`src/rtl/nanov_shift_pkg.sv`:
```
// Shared opcode constants, sequencer state encoding and opcode helper
// for the bit-serial shift sequencer.
package nanov_shift_pkg;

  localparam int unsigned XLEN = 32;

  localparam logic [3:0] OP_SLL = 4'b0001;
  localparam logic [3:0] OP_SRL = 4'b0101;
  localparam logic [3:0] OP_SRA = 4'b1101;

  typedef enum logic [1:0] {
    S_IDLE,
    S_RUN,
    S_DONE
  } state_t;

  // True for the three opcodes the shifter implements.
  function automatic logic is_shift_op(input logic [3:0] op);
    return (op == OP_SLL) || (op == OP_SRL) || (op == OP_SRA);
  endfunction

endpackage

```
`src/rtl/nanov_shift_seq_if.sv`:
```
// Request / bit-stream / result handshake bundle of the shift sequencer.
// master = decode/writeback side, slave = sequencer.
interface nanov_shift_seq_if;
  logic        start_valid;
  logic        start_ready;
  logic [3:0]  op;
  logic [31:0] a;
  logic [4:0]  b;
  logic        bit_out;
  logic        bit_valid;
  logic [4:0]  bit_idx;
  logic [31:0] result;
  logic        result_err;
  logic        result_valid;
  logic        result_ready;

  modport master (
    output start_valid, op, a, b, result_ready,
    input  start_ready, bit_out, bit_valid, bit_idx, result, result_err, result_valid
  );

  modport slave (
    input  start_valid, op, a, b, result_ready,
    output start_ready, bit_out, bit_valid, bit_idx, result, result_err, result_valid
  );
endinterface

```
`src/rtl/nanov_shift_seq_shift.sv`:
```
// Bit-serial shifter: returns bit 'counter' of the shifted value of 'a'
// for the given opcode and shift amount. Purely combinational.
module nanoV_shift
  import nanov_shift_pkg::*;
(
  input  logic [3:0]  op,
  input  logic [4:0]  counter,
  input  logic [31:0] a,
  input  logic [4:0]  b,
  output logic        d
);

  logic [5:0] src_right;
  logic [4:0] src_left;

  // Select the source bit of 'a' that lands at position 'counter'.
  always_comb begin
    // NOTE: every output of a combinational block gets a default first so no
    // path through the case/if tree leaves it unassigned (that would infer a latch).
    d         = 1'b0;
    src_right = {1'b0, counter} + {1'b0, b};
    src_left  = counter - b;
    case (op)
      OP_SLL: begin
        if (counter >= b) d = a[src_left];
      end
      OP_SRL, OP_SRA: begin
        if (!src_right[5])     d = a[src_right[4:0]];
        else if (op == OP_SRA) d = a[31];
      end
      default: d = 1'b0;
    endcase
  end

endmodule

```
`src/rtl/nanov_shift_seq.sv`:
```
// Sequencer for the bit-serial shifter: accepts one shift request, walks the
// bit counter 0..31 streaming result bits LSB-first, assembles the 32-bit
// result and holds it on a valid/ready handshake.
module nanov_shift_seq
  import nanov_shift_pkg::*;
(
  input  logic               clk,
  input  logic               rst,
  nanov_shift_seq_if.slave   bus
);

  state_t      state, state_next;
  logic [4:0]  counter;
  logic [3:0]  op_q;
  logic [31:0] a_q;
  logic [4:0]  b_q;
  logic [31:0] result_q;
  logic        err_q;
  logic        shift_bit;
  logic        accept;
  logic        start_ready, bit_valid, result_valid;

  nanoV_shift u_shift (
    .op      (op_q),
    .counter (counter),
    .a       (a_q),
    .b       (b_q),
    .d       (shift_bit)
  );

  // State register.
  always_ff @(posedge clk) begin
    // NOTE: sequential state uses non-blocking assignments so every register
    // samples the pre-edge values, independent of statement order.
    if (rst) state <= S_IDLE;
    else     state <= state_next;
  end

  // Next-state and handshake outputs.
  always_comb begin
    state_next   = state;
    start_ready  = 1'b0;
    bit_valid    = 1'b0;
    result_valid = 1'b0;
    case (state)
      S_IDLE: begin
        start_ready = 1'b1;
        if (bus.start_valid) state_next = is_shift_op(bus.op) ? S_RUN : S_DONE;
      end
      S_RUN: begin
        bit_valid = 1'b1;
        if (counter == 5'd31) state_next = S_DONE;
      end
      S_DONE: begin
        result_valid = 1'b1;
        if (bus.result_ready) state_next = S_IDLE;
      end
      default: state_next = S_IDLE;
    endcase
  end

  assign accept = (state == S_IDLE) && bus.start_valid;

  // Operand latches, bit counter and result shift register.
  always_ff @(posedge clk) begin
    if (rst) begin
      counter  <= '0;
      op_q     <= '0;
      a_q      <= '0;
      b_q      <= '0;
      result_q <= '0;
      err_q    <= 1'b0;
    end else if (accept) begin
      op_q     <= bus.op;
      a_q      <= bus.a;
      b_q      <= bus.b;
      counter  <= '0;
      result_q <= '0;
      err_q    <= !is_shift_op(bus.op);
    end else if (state == S_RUN) begin
      // Bits arrive LSB-first, so after 32 steps bit 0 sits at result[0].
      result_q <= {shift_bit, result_q[31:1]};
      counter  <= counter + 5'd1;
    end
  end

  assign bus.start_ready  = start_ready;
  assign bus.bit_valid    = bit_valid;
  assign bus.result_valid = result_valid;
  assign bus.bit_out      = shift_bit;
  assign bus.bit_idx      = counter;
  assign bus.result       = result_q;
  assign bus.result_err   = err_q;

endmodule

```
`src/flat_wrapper.sv`:
```
// flat-port wrapper written by rule: the top's interface ports become plain ports
module nanov_shift_seq_flat import nanov_shift_pkg::*;
  (clk, rst, bus_start_valid, bus_op, bus_a, bus_b, bus_result_ready, bus_start_ready, bus_bit_out, bus_bit_valid, bus_bit_idx, bus_result, bus_result_err, bus_result_valid);
  nanov_shift_seq_if bus_i ();
  input  logic clk;
  input  logic rst;
  input wire logic [$bits(bus_i.start_valid)-1:0] bus_start_valid;
  input wire logic [$bits(bus_i.op)-1:0] bus_op;
  input wire logic [$bits(bus_i.a)-1:0] bus_a;
  input wire logic [$bits(bus_i.b)-1:0] bus_b;
  input wire logic [$bits(bus_i.result_ready)-1:0] bus_result_ready;
  output wire logic [$bits(bus_i.start_ready)-1:0] bus_start_ready;
  output wire logic [$bits(bus_i.bit_out)-1:0] bus_bit_out;
  output wire logic [$bits(bus_i.bit_valid)-1:0] bus_bit_valid;
  output wire logic [$bits(bus_i.bit_idx)-1:0] bus_bit_idx;
  output wire logic [$bits(bus_i.result)-1:0] bus_result;
  output wire logic [$bits(bus_i.result_err)-1:0] bus_result_err;
  output wire logic [$bits(bus_i.result_valid)-1:0] bus_result_valid;
  assign bus_i.start_valid = bus_start_valid;
  assign bus_i.op = bus_op;
  assign bus_i.a = bus_a;
  assign bus_i.b = bus_b;
  assign bus_i.result_ready = bus_result_ready;
  assign bus_start_ready = bus_i.start_ready;
  assign bus_bit_out = bus_i.bit_out;
  assign bus_bit_valid = bus_i.bit_valid;
  assign bus_bit_idx = bus_i.bit_idx;
  assign bus_result = bus_i.result;
  assign bus_result_err = bus_i.result_err;
  assign bus_result_valid = bus_i.result_valid;
  nanov_shift_seq u_core (.clk(clk), .rst(rst), .bus(bus_i));
endmodule
```
`config.mk`:
```
export PLATFORM = sky130hd
export DESIGN_NAME = nanov_shift_seq_flat
export DESIGN_NICKNAME = d
export VERILOG_FILES = /design/src/rtl/nanov_shift_pkg.sv /design/src/rtl/nanov_shift_seq_if.sv /design/src/rtl/nanov_shift_seq_shift.sv /design/src/rtl/nanov_shift_seq.sv /design/src/flat_wrapper.sv
export SDC_FILE = /design/constraint.sdc
export NUM_CORES = 1
export LEC_CHECK = 0
export CAP_MARGIN = 25
export CORE_AREA = 3 3 88 90
export CTS_BUF_LIST = sky130_fd_sc_hd__clkbuf_8
export CTS_CLUSTER_DIAMETER = 150
export CTS_CLUSTER_SIZE = 24
export DETAILED_ROUTE_END_ITERATION = 6
export DIE_AREA = 0 0 91 93
export PLACE_DENSITY_LB_ADDON = 0.05
export SYNTH_ARGS = -nofsm -noshare
export SYNTH_HDL_FRONTEND = slang
export SYNTH_SLANG_ARGS = --single-unit
```
`constraint.sdc`:
```
create_clock -name clk -period 8.35 [get_ports clk]
set_input_delay 1.67 -clock clk [delete_from_list [all_inputs] [get_ports clk]]
set_output_delay 1.67 -clock clk [all_outputs]
set_load 0.1 [all_outputs]
```
==> results_tabular.tex, run 1 <==
\begin{tabular}{lr}
\hline
Metric & Value \\
\hline
\multicolumn{2}{l}{\textbf{Pwr}} \\
PD cells & around 170 nW/µm² \\
Internal & 0.000603 W \\
Switching share of total power & about 28\% \\
Leakage power total & 1.83 nW \\
P\_sw & 0.000230 W \\
Combinational share of power & approximately 17\% \\
Total power consumption of the routed design & approximately 0.00083 W \\
Proportion of power drawn by the clock network & 33.8\% \\
Worst ir drop on vdd & 0.000137 V \\
Sequential cell fraction of total power & 49.3\% \\
\multicolumn{2}{l}{\textbf{Finish}} \\
Fillcell total & 646 \\
Multi-input gate area & between 2000 and 2500 µm² \\
Layout cells sized above 1 & 7.24\% \\
Layout overhead on the synthesized area & 28.0\% \\
Total area of sequential cells & around 1600 µm² \\
\# nets final & 593 \\
Diode count & 0 \\
\multicolumn{2}{l}{\textbf{Floorplan}} \\
Overall die area & 8460 µm² \\
Die Wd & around 91 µm \\
Starting utilization of the core area & 54.6\% \\
Row Count & 31 \\
Core Footprint & 7140 µm² \\
Number of top-level design ports & 87 \\
Die height & 93 µm \\
\multicolumn{2}{l}{\textbf{Synthesis}} \\
Post-Syn Instances & 463 \\
Syn\_area\_per\_cell & 8.42 µm² \\
Share of synthesized area occupied by flip-flops and latches & 41.6\% \\
Area share of fa/ha/maj cells after synthesis & 4.88\% \\
Total of flip-flops plus latches after synthesis & 81 \\
Cell area after synthesis & between 3000 and 4000 µm² \\
Share of the synthesized area in the top cell type & roughly 42\% \\
Xor/xnor cell area share of the yosys netlist & 2.02\% \\
Main combinational cell family by area after synthesis & simple AND/OR/NAND/NOR gates \\
Number of enable-type register cells in the synthesized netlist & 0 \\
Cell types with the largest area share after synthesis & sky130\_fd\_sc\_hd\_\_dfxtp\_1 42\%, sky130\_fd\_sc\_hd\_\_nand2\_1 15\%, sky130\_fd\_sc\_hd\_\_a21oi\_1 10\% \\
Cell accounting for the most synthesized area & sky130\_fd\_sc\_hd\_\_dfxtp\_1 \\
Multiplexer fraction of the synthesized cell area & a little over a tenth \\
Primary flip-flop cell chosen by synthesis mapping & sky130\_fd\_sc\_hd\_\_dfxtp\_1 \\
Post-synthesis async set-or-reset flop share & 0\% \\
Area fraction in and, or, nand and nor cells after synthesis & roughly a fifth \\
Fraction of the mapped netlist area in compound gates & 14.6\% \\
Net count after synthesis & 522 \\
Number of distinct standard cells referenced by the synthesized netlist & 50 \\
Number of synthesis warnings & 0 \\
\multicolumn{2}{l}{\textbf{Timing}} \\
Number of slew-limit violations in the final report & 0 \\
Max Clock Freq & 168 MHz \\
Post-route setup TNS & 0 ns \\
Time the final worst path needs with I/O delays and setup & 5.94 ns \\
Number of endpoints with negative hold slack in the final report & 0 \\
Post-route fraction of the period consumed by the critical path & 71.1\% \\
Worst-case headroom to the max-slew limit & 32.6\% \\
Final Skew & 0.00519 ns \\
RSZ-0062 raised after global routing & false \\
Setup violators final & 0 \\
Slew at the pin with the worst max-slew slack & just over 1 ns \\
\multicolumn{2}{l}{\textbf{Drt}} \\
Overall via count from detail\_route & 3360 \\
Routed Antenna Nets & 0 \\
WL final & between 8000 and 9000 µm \\
Mean number of vias per cell & roughly 5.3 \\
Number of violations reported at the end of detailed-routing iteration 0 & 122 \\
Residual DRC count & 0 \\
Length of the first detailed-routing pass in iterations & 4 \\
Average wire per cell in the routed design & 13.3 µm \\
\multicolumn{2}{l}{\textbf{Critical path}} \\
Terminus of the critical flop-to-flop path & u\_core.bus.result[31] \\
Maximum fanout along the worst path & 17 \\
Launch point of the worst reg-to-reg path & u\_core.bus.bit\_idx[0] \\
Crit path kind & flop to output port \\
CP required & $\sim$6.7 ns \\
CP startpoint kind & flop \\
Crit path capture type & output port \\
Minimum setup slack among reg-to-reg paths & $\sim$5.3 ns \\
Number of cells on the worst reg-to-reg path & 8 \\
Arr. time, crit path & 4.27 ns \\
\multicolumn{2}{l}{\textbf{Worst hold path}} \\
WHS Path Cells & 2 \\
Worst Hold End & u\_core.a\_q[20] \\
Startpoint of the lowest-slack hold path & u\_core.a\_q[20] \\
Type of the worst min-delay path & flop to flop \\
\multicolumn{2}{l}{\textbf{Clocking}} \\
TritonCTS clock tree & yes \\
Clock edge transition at the registers on the reported setup and hold paths & roughly 0.08 ns \\
Worst-Skew Late Latency & $\sim$0.36 ns \\
Number of buffers on the longest clock path & 2 \\
Post\_cts resized & 0 \\
Level count of the clock H-tree & 3 \\
Number of sinks driven by the clock tree & 81 \\
Cts-stage hold buffer count & 0 \\
Cts bufs inserted & 9 \\
Clock tree root buffer cell & sky130\_fd\_sc\_hd\_\_clkbuf\_8 \\
Post-CTS setup buffers & 0 \\
\multicolumn{2}{l}{\textbf{Run status}} \\
Result of the run & complete, no violations \\
\multicolumn{2}{l}{\textbf{Place}} \\
I/O Buffers & 86 \\
Hpwl dp & approximately 6200 µm \\
Final weighted congestion in routability-driven placement & 0.898 \\
\multicolumn{2}{l}{\textbf{GRT}} \\
Vias in the first global route & 3125 \\
Number of antenna violations at the first check in global routing & 0 \\
Maximum number of pins on one net before global-route repair & 46 \\
Aggregate global-route resource usage & 20.5\% \\
Gr ovfl total & 0 \\
Global-route wire length before repair & roughly 14000 µm \\
\multicolumn{2}{l}{\textbf{Run}} \\
Max-cap violations & 0 \\
\hline
\end{tabular}
[cell type report]
| type | count | share of cell area (%) |
|---|---|---|
| repair buffers | 92 | 18.6 |
| clock buffers | 9 | 2.48 |
| multi-input cells | 337 | 41.6 |
| well taps | 99 | 2.48 |
| clock inverters | 7 | 1.40 |
| inverters | 13 | 0.978 |
| flip-flops and latches | 81 | 32.5 |
[cell usage after synthesis, types with 3 or more instances]
library cell	n
sky130_fd_sc_hd__a211oi_1	3
sky130_fd_sc_hd__a21oi_1	81
sky130_fd_sc_hd__buf_1	5
sky130_fd_sc_hd__clkbuf_1	23
sky130_fd_sc_hd__dfxtp_1	81
sky130_fd_sc_hd__ha_1	12
sky130_fd_sc_hd__inv_1	13
sky130_fd_sc_hd__mux2_2	4
sky130_fd_sc_hd__mux2i_1	7
sky130_fd_sc_hd__mux4_1	4
sky130_fd_sc_hd__mux4_2	8
sky130_fd_sc_hd__nand2_1	152
sky130_fd_sc_hd__nand2b_1	3
sky130_fd_sc_hd__nand3_1	3
sky130_fd_sc_hd__nand3b_1	3
sky130_fd_sc_hd__nor2_1	9
sky130_fd_sc_hd__nor2b_1	5
sky130_fd_sc_hd__nor3b_1	4
[power groups by stage]
stage	sequential (W)	clock, W	combinational (W)
global route	0.000413	0.000303	0.000154
CTS	0.000411	0.000285	0.000142
floorplan	0.000421	0	0.0000973
global placement	0.000420	0	0.000138
finish	0.000411	0.000282	0.000141
detailed placement	0.000420	0	0.000142
[worst max path at each step]
stage                           from           to  slack [ns]  cells after the start
6_report       u_core.bus.bit_idx[0]  bus_bit_out        2.41                      9
5_1_grt        u_core.bus.bit_idx[0]  bus_bit_out        2.24                     11
4_1_cts        u_core.bus.bit_idx[0]  bus_bit_out        2.39                      9
3_5_place_dp   u_core.bus.bit_idx[0]  bus_bit_out        2.78                      9
3_3_place_gp   u_core.bus.bit_idx[0]  bus_bit_out        2.89                      9
2_1_floorplan  u_core.bus.bit_idx[0]  bus_bit_out        2.84                      9
[cell families (layout without fill, tap and decap cells)]
group           after synthesis  count (layout)
compound gates              101             101
xor+xnor                      6               6
fa+ha+maj                    14              14
buf+inv                      45             121
flops                        81              81
mux                          25              25
simple gates                191             191
[worst max-delay path: stages (launching register included)]
cell and delay (ns):
sky130_fd_sc_hd__dfxtp_1 0.46, sky130_fd_sc_hd__inv_1 0.08, sky130_fd_sc_hd__ha_1 0.77, sky130_fd_sc_hd__mux2i_1 0.21
sky130_fd_sc_hd__mux4_2 0.50, sky130_fd_sc_hd__nand3_1 0.09, sky130_fd_sc_hd__a211oi_1 0.07, sky130_fd_sc_hd__or4b_4 0.49
sky130_fd_sc_hd__nand2_1 0.07, sky130_fd_sc_hd__clkdlybuf4s50_1 1.16
[cells in the final DEF, fill, tap and decap left out, types with 2 or more instances in the layout]
cell type	count
sky130_fd_sc_hd__inv_1	13
sky130_fd_sc_hd__mux4_2	8
sky130_fd_sc_hd__and2_1	2
sky130_fd_sc_hd__mux2_2	4
sky130_fd_sc_hd__xnor2_1	2
sky130_fd_sc_hd__nand3b_1	3
sky130_fd_sc_hd__or3_1	2
sky130_fd_sc_hd__nand2_1	152
sky130_fd_sc_hd__clkinv_2	3
sky130_fd_sc_hd__mux2_1	2
sky130_fd_sc_hd__a21o_1	2
sky130_fd_sc_hd__buf_4	5
sky130_fd_sc_hd__mux2i_1	7
sky130_fd_sc_hd__nor2b_1	5
sky130_fd_sc_hd__fa_1	2
sky130_fd_sc_hd__nor2_1	9
sky130_fd_sc_hd__o211ai_1	2
sky130_fd_sc_hd__ha_1	12
sky130_fd_sc_hd__nor3b_1	4
sky130_fd_sc_hd__clkbuf_8	9
sky130_fd_sc_hd__dfxtp_1	81
sky130_fd_sc_hd__clkdlybuf4s50_1	86
sky130_fd_sc_hd__nand3_1	3
sky130_fd_sc_hd__a211oi_1	3
sky130_fd_sc_hd__a21oi_1	81
sky130_fd_sc_hd__nand2b_1	3
sky130_fd_sc_hd__o21bai_1	2
sky130_fd_sc_hd__xor2_1	2
sky130_fd_sc_hd__a2111oi_0	2
sky130_fd_sc_hd__mux4_1	4
[flip-flops by register name, indices dropped and copies added (netlist names)]
register / count
u_core.a_q: 32
u_core.b_q: 5
u_core.bus.bit_idx: 5
u_core.bus.result: 32
u_core.bus.result_err: 1
u_core.op_q: 4
u_core.state: 2
[stage by stage]
step | hold slack, ns | std cells | util (%) | area [µm²] | setup slack (ns)
final | 0.460 | 638 | 69.9 | 4990 | 2.41
after global routing | 0.487 | 638 | 69.9 | 4990 | 2.24
after global placement | 0.443 | 621 | 66.8 | 4770 | 2.89
after detailed placement | 0.450 | 622 | 67.2 | 4800 | 2.78
after floorplan | 0.432 | 463 | - | 3900 | 2.84
after CTS | 0.460 | 638 | 69.9 | 4990 | 2.39
[metal layers]
| metal | up-vias | wire, µm | track usage (%) |
|---|---|---|---|
| li1 | 1706 | - | - |
| met1 | 1570 | 3790 | 24.7 |
| met2 | 75 | 4270 | 36.5 |
| met3 | 9 | 317 | 3.86 |
| met4 | 0 | 123 | 7.54 |
| met5 | - | 0 | 0 |
No activity file was read; power rests on OpenSTA's default activity.
==> run 2, diff against run 1 <==
CORE_AREA = 3 3 91 93   (was 3 3 88 90)
DIE_AREA = 0 0 94 96   (was 0 0 91 93)
clock period = 6.15 ns   (was 8.35 ns; I/O delays follow)
==> results_tabular.tex, run 2 (same netlist as run 1, synthesis figures left out) <==
\begin{tabular}{lr}
\hline
Metric & Value \\
\hline
\multicolumn{2}{l}{\textbf{Drt}} \\
Overall via count from detail\_route & 3347 (was 3360) \\
WL final & 8490 µm (was 8500 µm) \\
Number of violations reported at the end of detailed-routing iteration 0 & 78 (was 122) \\
Average wire per cell in the routed design & 13.2 µm (was 13.3 µm) \\
Routed Antenna Nets & 0 (unchanged) \\
Residual DRC count & 0 (unchanged) \\
Mean number of vias per cell & 5.22 (was 5.27) \\
Length of the first detailed-routing pass in iterations & 4 (unchanged) \\
\multicolumn{2}{l}{\textbf{Timing}} \\
Post-route setup TNS & 0 ns (unchanged) \\
Hold\_ws & 0.460 ns (about the same) \\
RSZ-0062 raised after global routing & false (unchanged) \\
Post-route fraction of the period consumed by the critical path & about 76\% \\
Setup violators final & 0 (unchanged) \\
Number of endpoints with negative hold slack in the final report & 0 (unchanged) \\
Final Skew & 0.00927 ns (was 0.00519 ns) \\
Time the final worst path needs with I/O delays and setup & 4.66 ns \\
Number of slew-limit violations in the final report & 0 (unchanged) \\
Slew at the pin with the worst max-slew slack & 0.991 ns (was 1.01 ns) \\
Max Clock Freq & around 210 MHz \\
Worst-case headroom to the max-slew limit & 33.7\% (was 32.6\%) \\
Smallest setup slack after layout & 1.49 ns (was 2.41 ns) \\
\multicolumn{2}{l}{\textbf{Place}} \\
Total placed cells including tap cells & 625 (was 622) \\
Placement Cell Area & 4780 µm² (was 4800 µm²) \\
Final weighted congestion in routability-driven placement & 0.914 (was 0.898) \\
Hpwl dp & 6230 µm (was 6150 µm) \\
Worst setup slack before clock tree synthesis & 1.84 ns (was 2.78 ns) \\
I/O Buffers & 86 (unchanged) \\
\multicolumn{2}{l}{\textbf{Finish}} \\
\# nets final & 593 (unchanged) \\
Commonest cells after routing, fill and taps aside & 152 x sky130\_fd\_sc\_hd\_\_nand2\_1, 85 x sky130\_fd\_sc\_hd\_\_clkdlybuf4s50\_1, 81 x sky130\_fd\_sc\_hd\_\_a21oi\_1, 81 x sky130\_fd\_sc\_hd\_\_dfxtp\_1, 13 x sky130\_fd\_sc\_hd\_\_inv\_1 (was 152 x sky130\_fd\_sc\_hd\_\_nand2\_1, 86 x sky130\_fd\_sc\_hd\_\_clkdlybuf4s50\_1, 81 x sky130\_fd\_sc\_hd\_\_a21oi\_1, 81 x sky130\_fd\_sc\_hd\_\_dfxtp\_1, 13 x sky130\_fd\_sc\_hd\_\_inv\_1) \\
Post-Layout Inst Area & 4960 µm² (was 4990 µm²) \\
Number of standard cells in the layout, taps in and fillers out & 641 (was 638) \\
Layout overhead on the synthesized area & 27.3\% (was 28.0\%) \\
Leading cell type in the layout, fill and taps excluded & sky130\_fd\_sc\_hd\_\_nand2\_1 (unchanged) \\
Diode count & 0 (unchanged) \\
Layout cells sized above 1 & 7.42\% (was 7.24\%) \\
\multicolumn{2}{l}{\textbf{Critical path}} \\
Arr. time, crit path & 3.43 ns (was 4.27 ns) \\
Destination of the critical timing path & bus\_bit\_out (unchanged) \\
Maximum fanout along the worst path & 17 (unchanged) \\
Crit path kind & flop to output port (unchanged) \\
Max stage delay on crit path & 0.77 ns (was 1.16 ns) \\
CP required & 4.92 ns (was 6.68 ns) \\
CP startpoint kind & flop (unchanged) \\
Crit path capture type & output port (unchanged) \\
Crit-path cells & inv\_1 > ha\_1 > mux4\_2 > nor2b\_1 > a2111oi\_0 > o221ai\_1 > or4b\_4 > nand2\_1 > buf\_4 (was inv\_1 > ha\_1 > mux2i\_1 > mux4\_2 > nand3\_1 > a211oi\_1 > or4b\_4 > nand2\_1 > clkdlybuf4s50\_1) \\
Minimum setup slack among reg-to-reg paths & 3.16 ns (was 5.34 ns) \\
Critical path startpoint & u\_core.bus.bit\_idx[0] (unchanged) \\
Terminus of the critical flop-to-flop path & u\_core.bus.result[31] (unchanged) \\
Slowest CP cell & sky130\_fd\_sc\_hd\_\_ha\_1 (was sky130\_fd\_sc\_hd\_\_clkdlybuf4s50\_1) \\
Launch point of the worst reg-to-reg path & u\_core.bus.bit\_idx[0] (unchanged) \\
Number of cells on the worst reg-to-reg path & 8 (unchanged) \\
\multicolumn{2}{l}{\textbf{Clocking}} \\
Post\_cts resized & 0 (unchanged) \\
Cts bufs inserted & 9 (unchanged) \\
Number of sinks driven by the clock tree & 81 (unchanged) \\
Number of buffers on the longest clock path & 2 (unchanged) \\
Level count of the clock H-tree & 3 (unchanged) \\
Clock edge transition at the registers on the reported setup and hold paths & 0.08 ns (about the same) \\
Clock tree root buffer cell & sky130\_fd\_sc\_hd\_\_clkbuf\_8 (unchanged) \\
Worst-Skew Late Latency & 0.35 ns (was 0.36 ns) \\
TritonCTS clock tree & yes (unchanged) \\
Post-CTS setup buffers & 0 (unchanged) \\
Cts-stage hold buffer count & 0 (unchanged) \\
\multicolumn{2}{l}{\textbf{Run status}} \\
Result of the run & complete, no violations (unchanged) \\
\multicolumn{2}{l}{\textbf{GRT}} \\
Vias in the first global route & 3116 (was 3125) \\
Aggregate global-route resource usage & 19.8\% (was 20.5\%) \\
Global-route wire length before repair & 14300 µm (was 14200 µm) \\
Number of antenna violations at the first check in global routing & 0 (unchanged) \\
Maximum number of pins on one net before global-route repair & 46 (unchanged) \\
Gr ovfl total & 0 (unchanged) \\
\multicolumn{2}{l}{\textbf{Pwr}} \\
Leakage power total & 1.82 nW (was 1.83 nW) \\
Combinational share of power & 17.0\% (was 16.9\%) \\
Sequential cell fraction of total power & 50.2\% (was 49.3\%) \\
Proportion of power drawn by the clock network & 32.7\% (was 33.8\%) \\
PD cells & 224 nW/µm² (was 167 nW/µm²) \\
Worst ir drop on vdd & 0.000151 V (was 0.000137 V) \\
Internal & 0.000786 W (was 0.000603 W) \\
P\_sw & 0.000325 W (was 0.000230 W) \\
Switching share of total power & 29.3\% (was 27.6\%) \\
\multicolumn{2}{l}{\textbf{Floorplan}} \\
Die Wd & 94 µm (was 91 µm) \\
Number of top-level design ports & 87 (unchanged) \\
Starting utilization of the core area & 51.2\% (was 54.6\%) \\
Die height & 96 µm (was 93 µm) \\
Core Footprint & 7610 µm² (was 7140 µm²) \\
Overall die area & 9020 µm² (was 8460 µm²) \\
Row Count & 32 (was 31) \\
\multicolumn{2}{l}{\textbf{Run}} \\
Max-cap violations & 0 (unchanged) \\
\multicolumn{2}{l}{\textbf{Worst hold path}} \\
Type of the worst min-delay path & flop to flop (unchanged) \\
\hline
\end{tabular}
-- run 2: metal layers --
| metal | track usage, % | part of all wire [%] |
|---|---|---|
| met5 | 0 | 0 |
| met4 | 8.30 | 2.0 |
| met3 | 3.13 | 3.9 |
| met2 | 33.5 | 50 |
| met1 | 25.3 | 44 |
-- run 2: power groups by stage --
| stage | sequential (W) | combinational, W | clock, W |
|---|---|---|---|
| 2_1_floorplan | 0.000572 | 0.000132 | 0 |
| 3_3_place_gp | 0.000571 | 0.000189 | 0 |
| 3_5_place_dp | 0.000571 | 0.000191 | 0 |
| 4_1_cts | 0.000558 | 0.000192 | 0.000376 |
| 5_1_grt | 0.000561 | 0.000209 | 0.000396 |
| 6_report | 0.000558 | 0.000189 | 0.000364 |
-- run 2: worst min-delay path by stage --
stage	startpoint	endpoint	slack [ns]	depth (start not counted)
after global routing	u_core.a_q[16]	u_core.a_q[16]	0.48	2
after floorplan	u_core.a_q[15]	u_core.a_q[15]	0.43	2
final	u_core.a_q[20]	u_core.a_q[20]	0.46	2
after global placement	u_core.bus.result[0]	u_core.bus.result[0]	0.44	2
after detailed placement	u_core.a_q[20]	u_core.a_q[20]	0.45	2
after CTS	u_core.a_q[20]	u_core.a_q[20]	0.46	2
-- run 2: cell type report --
cell class / instances / area, µm²
Clock buffer: 9 / 124
Clock inverter: 7 / 61.3
Fill cell: 672 / 2650
Inverter: 13 / 48.8
Multi-Input combinational cell: 337 / 2080
Sequential cell: 81 / 1620
Tap cell: 102 / 128
Timing Repair Buffer: 92 / 903
-- run 2: critical path, delay by kind of cell (launching register included) --
| family | cells | cell delay, ns |
|---|---|---|
| and+or+nand+nor | 3 | 0.43 |
| adders and majority gates | 1 | 0.77 |
| DFF | 1 | 0.44 |
| muxes | 1 | 0.58 |
| buffers and inverters | 2 | 0.31 |
| AOI/OAI and AO/OA | 2 | 0.56 |
-- run 2: metrics by stage --
stage               power, W  utilization (%)
finish               0.00111             65.2
global route         0.00117             65.2
CTS                  0.00113             65.2
detailed placement  0.000762             62.8
global placement    0.000760             62.8
floorplan           0.000704                -
==> run 3, diff against run 2 <==
clock period = 4.9 ns   (was 6.15 ns; I/O delays follow)
==> results_tabular.tex, run 3 (same netlist as run 1, synthesis figures left out) <==
\begin{tabular}{lr}
\hline
Metric & Value \\
\hline
\multicolumn{2}{l}{\textbf{Clocking}} \\
Worst-Skew Late Latency & 0.34 ns (was 0.35 ns) \\
Number of buffers on the longest clock path & 2 (unchanged) \\
Level count of the clock H-tree & 3 (unchanged) \\
Clock edge transition at the registers on the reported setup and hold paths & 0.09 ns (was 0.08 ns) \\
Cts bufs inserted & 9 (unchanged) \\
Cts-stage hold buffer count & 0 (unchanged) \\
Post\_cts resized & 0 (unchanged) \\
Number of sinks driven by the clock tree & 81 (unchanged) \\
Post-CTS setup buffers & 0 (unchanged) \\
TritonCTS clock tree & yes (unchanged) \\
Clock tree root buffer cell & sky130\_fd\_sc\_hd\_\_clkbuf\_8 (unchanged) \\
\multicolumn{2}{l}{\textbf{Drt}} \\
Routed Antenna Nets & 0 (unchanged) \\
Residual DRC count & 0 (unchanged) \\
Average wire per cell in the routed design & 13.6 µm (was 13.2 µm) \\
Mean number of vias per cell & 5.16 (was 5.22) \\
Length of the first detailed-routing pass in iterations & 4 (unchanged) \\
Overall via count from detail\_route & 3308 (was 3347) \\
Number of violations reported at the end of detailed-routing iteration 0 & 111 (was 78) \\
WL final & 8710 µm (was 8490 µm) \\
\multicolumn{2}{l}{\textbf{Floorplan}} \\
Overall die area & 9020 µm² (unchanged) \\
Starting utilization of the core area & 51.2\% (unchanged) \\
Die Wd & 94 µm (unchanged) \\
Die height & 96 µm (unchanged) \\
Core Footprint & 7610 µm² (unchanged) \\
Row Count & 32 (unchanged) \\
Number of top-level design ports & 87 (unchanged) \\
\multicolumn{2}{l}{\textbf{Pwr}} \\
Leakage power total & 1.83 nW (was 1.82 nW) \\
Worst ir drop on vdd & 0.000159 V (was 0.000151 V) \\
PD cells & 289 nW/µm² (was 224 nW/µm²) \\
\multicolumn{2}{l}{\textbf{Timing}} \\
Setup violators final & 0 (unchanged) \\
Post-route setup TNS & 0 ns (unchanged) \\
Max Clock Freq & 226 MHz \\
Time the final worst path needs with I/O delays and setup & 4.42 ns \\
Smallest setup slack after layout & 0.476 ns (was 1.49 ns) \\
Slew at the pin with the worst max-slew slack & 1.00 ns (was 0.991 ns) \\
Number of slew-limit violations in the final report & 0 (unchanged) \\
RSZ-0062 raised after global routing & false (unchanged) \\
Number of endpoints with negative hold slack in the final report & 0 (unchanged) \\
Worst-case headroom to the max-slew limit & 33.0\% (was 33.7\%) \\
Post-route fraction of the period consumed by the critical path & 90.3\% \\
Final Skew & 0.00751 ns (was 0.00927 ns) \\
\multicolumn{2}{l}{\textbf{Run status}} \\
Result of the run & complete, no violations (unchanged) \\
\multicolumn{2}{l}{\textbf{Critical path}} \\
Terminus of the critical flop-to-flop path & u\_core.bus.result[31] (unchanged) \\
Destination of the critical timing path & bus\_bit\_out (unchanged) \\
Minimum setup slack among reg-to-reg paths & 1.89 ns (was 3.16 ns) \\
Maximum fanout along the worst path & 17 (unchanged) \\
Number of cells on the worst reg-to-reg path & 8 (unchanged) \\
Critical path startpoint & u\_core.bus.bit\_idx[0] (unchanged) \\
CP required & 3.92 ns (was 4.92 ns) \\
Launch point of the worst reg-to-reg path & u\_core.bus.bit\_idx[0] (unchanged) \\
Crit path capture type & output port (unchanged) \\
Arr. time, crit path & 3.44 ns (was 3.43 ns) \\
Crit path kind & flop to output port (unchanged) \\
CP startpoint kind & flop (unchanged) \\
\multicolumn{2}{l}{\textbf{GRT}} \\
Aggregate global-route resource usage & 20.1\% (was 19.8\%) \\
Global-route wire length before repair & 14400 µm (was 14300 µm) \\
Maximum number of pins on one net before global-route repair & 46 (unchanged) \\
Vias in the first global route & 3031 (was 3116) \\
Gr ovfl total & 0 (unchanged) \\
Number of antenna violations at the first check in global routing & 0 (unchanged) \\
\multicolumn{2}{l}{\textbf{Run}} \\
Max-cap violations & 0 (unchanged) \\
\multicolumn{2}{l}{\textbf{Place}} \\
Hpwl dp & 6360 µm (was 6230 µm) \\
Final weighted congestion in routability-driven placement & 0.848 (was 0.914) \\
I/O Buffers & 86 (unchanged) \\
Worst setup slack before clock tree synthesis & 0.855 ns (was 1.84 ns) \\
\multicolumn{2}{l}{\textbf{Worst hold path}} \\
Type of the worst min-delay path & flop to flop (unchanged) \\
\multicolumn{2}{l}{\textbf{Finish}} \\
Commonest cells after routing, fill and taps aside & 152 x sky130\_fd\_sc\_hd\_\_nand2\_1, 84 x sky130\_fd\_sc\_hd\_\_clkdlybuf4s50\_1, 81 x sky130\_fd\_sc\_hd\_\_a21oi\_1, 81 x sky130\_fd\_sc\_hd\_\_dfxtp\_1, 14 x sky130\_fd\_sc\_hd\_\_inv\_1 (was 152 x sky130\_fd\_sc\_hd\_\_nand2\_1, 85 x sky130\_fd\_sc\_hd\_\_clkdlybuf4s50\_1, 81 x sky130\_fd\_sc\_hd\_\_a21oi\_1, 81 x sky130\_fd\_sc\_hd\_\_dfxtp\_1, 13 x sky130\_fd\_sc\_hd\_\_inv\_1) \\
\# nets final & 593 (unchanged) \\
Layout overhead on the synthesized area & 27.7\% (was 27.3\%) \\
Layout cells sized above 1 & 7.42\% (unchanged) \\
Fillcell total & 679 (was 672) \\
Leading cell type in the layout, fill and taps excluded & sky130\_fd\_sc\_hd\_\_nand2\_1 (unchanged) \\
Diode count & 0 (unchanged) \\
\hline
\end{tabular}
[run 3: cell count changes in the layout (fill, tap and decap cells not counted), sizes merged]
cell / previous run / this run
clkinv: 2 / 0
buf: 7 / 8
bufinv: 0 / 1
clkbuf: 9 / 10
clkdlybuf4s50: 85 / 84
clkinvlp: 1 / 2
inv: 17 / 16
[run 3: report_power, final]
part	switching [W]	internal [W]	leakage, nW
registers	0.0000191	0.000683	0.660
logic	0.000129	0.000109	1.07
clock network	0.000249	0.000251	0.101
total	0.000398	0.00104	1.83
[run 3: metrics by stage]
| stage | area (µm²) | utilization [%] | power [W] | std cells | hold WS (ns) |
|---|---|---|---|---|---|
| finish | 4980 | 65.4 | 0.00144 | 641 | 0.458 |
| global route | 4980 | 65.4 | 0.00150 | 641 | 0.478 |
| CTS | 4980 | 65.4 | 0.00146 | 641 | 0.461 |
| detailed placement | 4770 | 62.8 | 0.000957 | 625 | 0.449 |
| global placement | 4770 | 62.8 | 0.000954 | 625 | 0.443 |
| floorplan | 3900 | - | 0.000884 | 463 | 0.432 |
[run 3: critical path, stage by stage, from the launching register on]
cell	delay, ns
sky130_fd_sc_hd__dfxtp_1	0.46
sky130_fd_sc_hd__inv_1	0.07
sky130_fd_sc_hd__ha_1	0.75
sky130_fd_sc_hd__mux4_2	0.57
sky130_fd_sc_hd__nor2b_1	0.13
sky130_fd_sc_hd__a2111oi_0	0.39
sky130_fd_sc_hd__o221ai_1	0.18
sky130_fd_sc_hd__or4b_4	0.24
sky130_fd_sc_hd__nand2_1	0.05
sky130_fd_sc_hd__buf_4	0.24
[run 3: worst min path at each step]
stage	startpoint	cells after the start	slack, ns	endpoint
after detailed placement	u_core.a_q[14]	2	0.45	u_core.a_q[14]
after global placement	u_core.bus.result[0]	2	0.44	u_core.bus.result[0]
after global routing	u_core.a_q[14]	2	0.48	u_core.a_q[14]
final	u_core.bus.result[0]	2	0.46	u_core.bus.result[0]
after CTS	u_core.a_q[14]	2	0.46	u_core.a_q[14]
after floorplan	u_core.a_q[15]	2	0.43	u_core.a_q[15]
[run 3: layout make-up]
class                           count  area (µm²)  share of cell area (%)
Clock buffer                       10         138                    2.76
Clock inverter                      6        66.3                    1.33
Timing Repair Buffer               92         901                    18.1
Inverter                           13        48.8                   0.980
Tap cell                          102         128                    2.56
Sequential cell                    81        1620                    32.6
Multi-Input combinational cell    337        2080                    41.7
[run 3: per-layer routing]
layer	GRT usage [%]	part of all wire [%]	wire length (µm)	up-vias
li1	-	-	-	1702
met1	26.6	46	3980	1524
met2	33.9	49	4300	76
met3	4.61	4.2	369	6
met4	4.33	0.72	63	0
met5	0	0	0	-
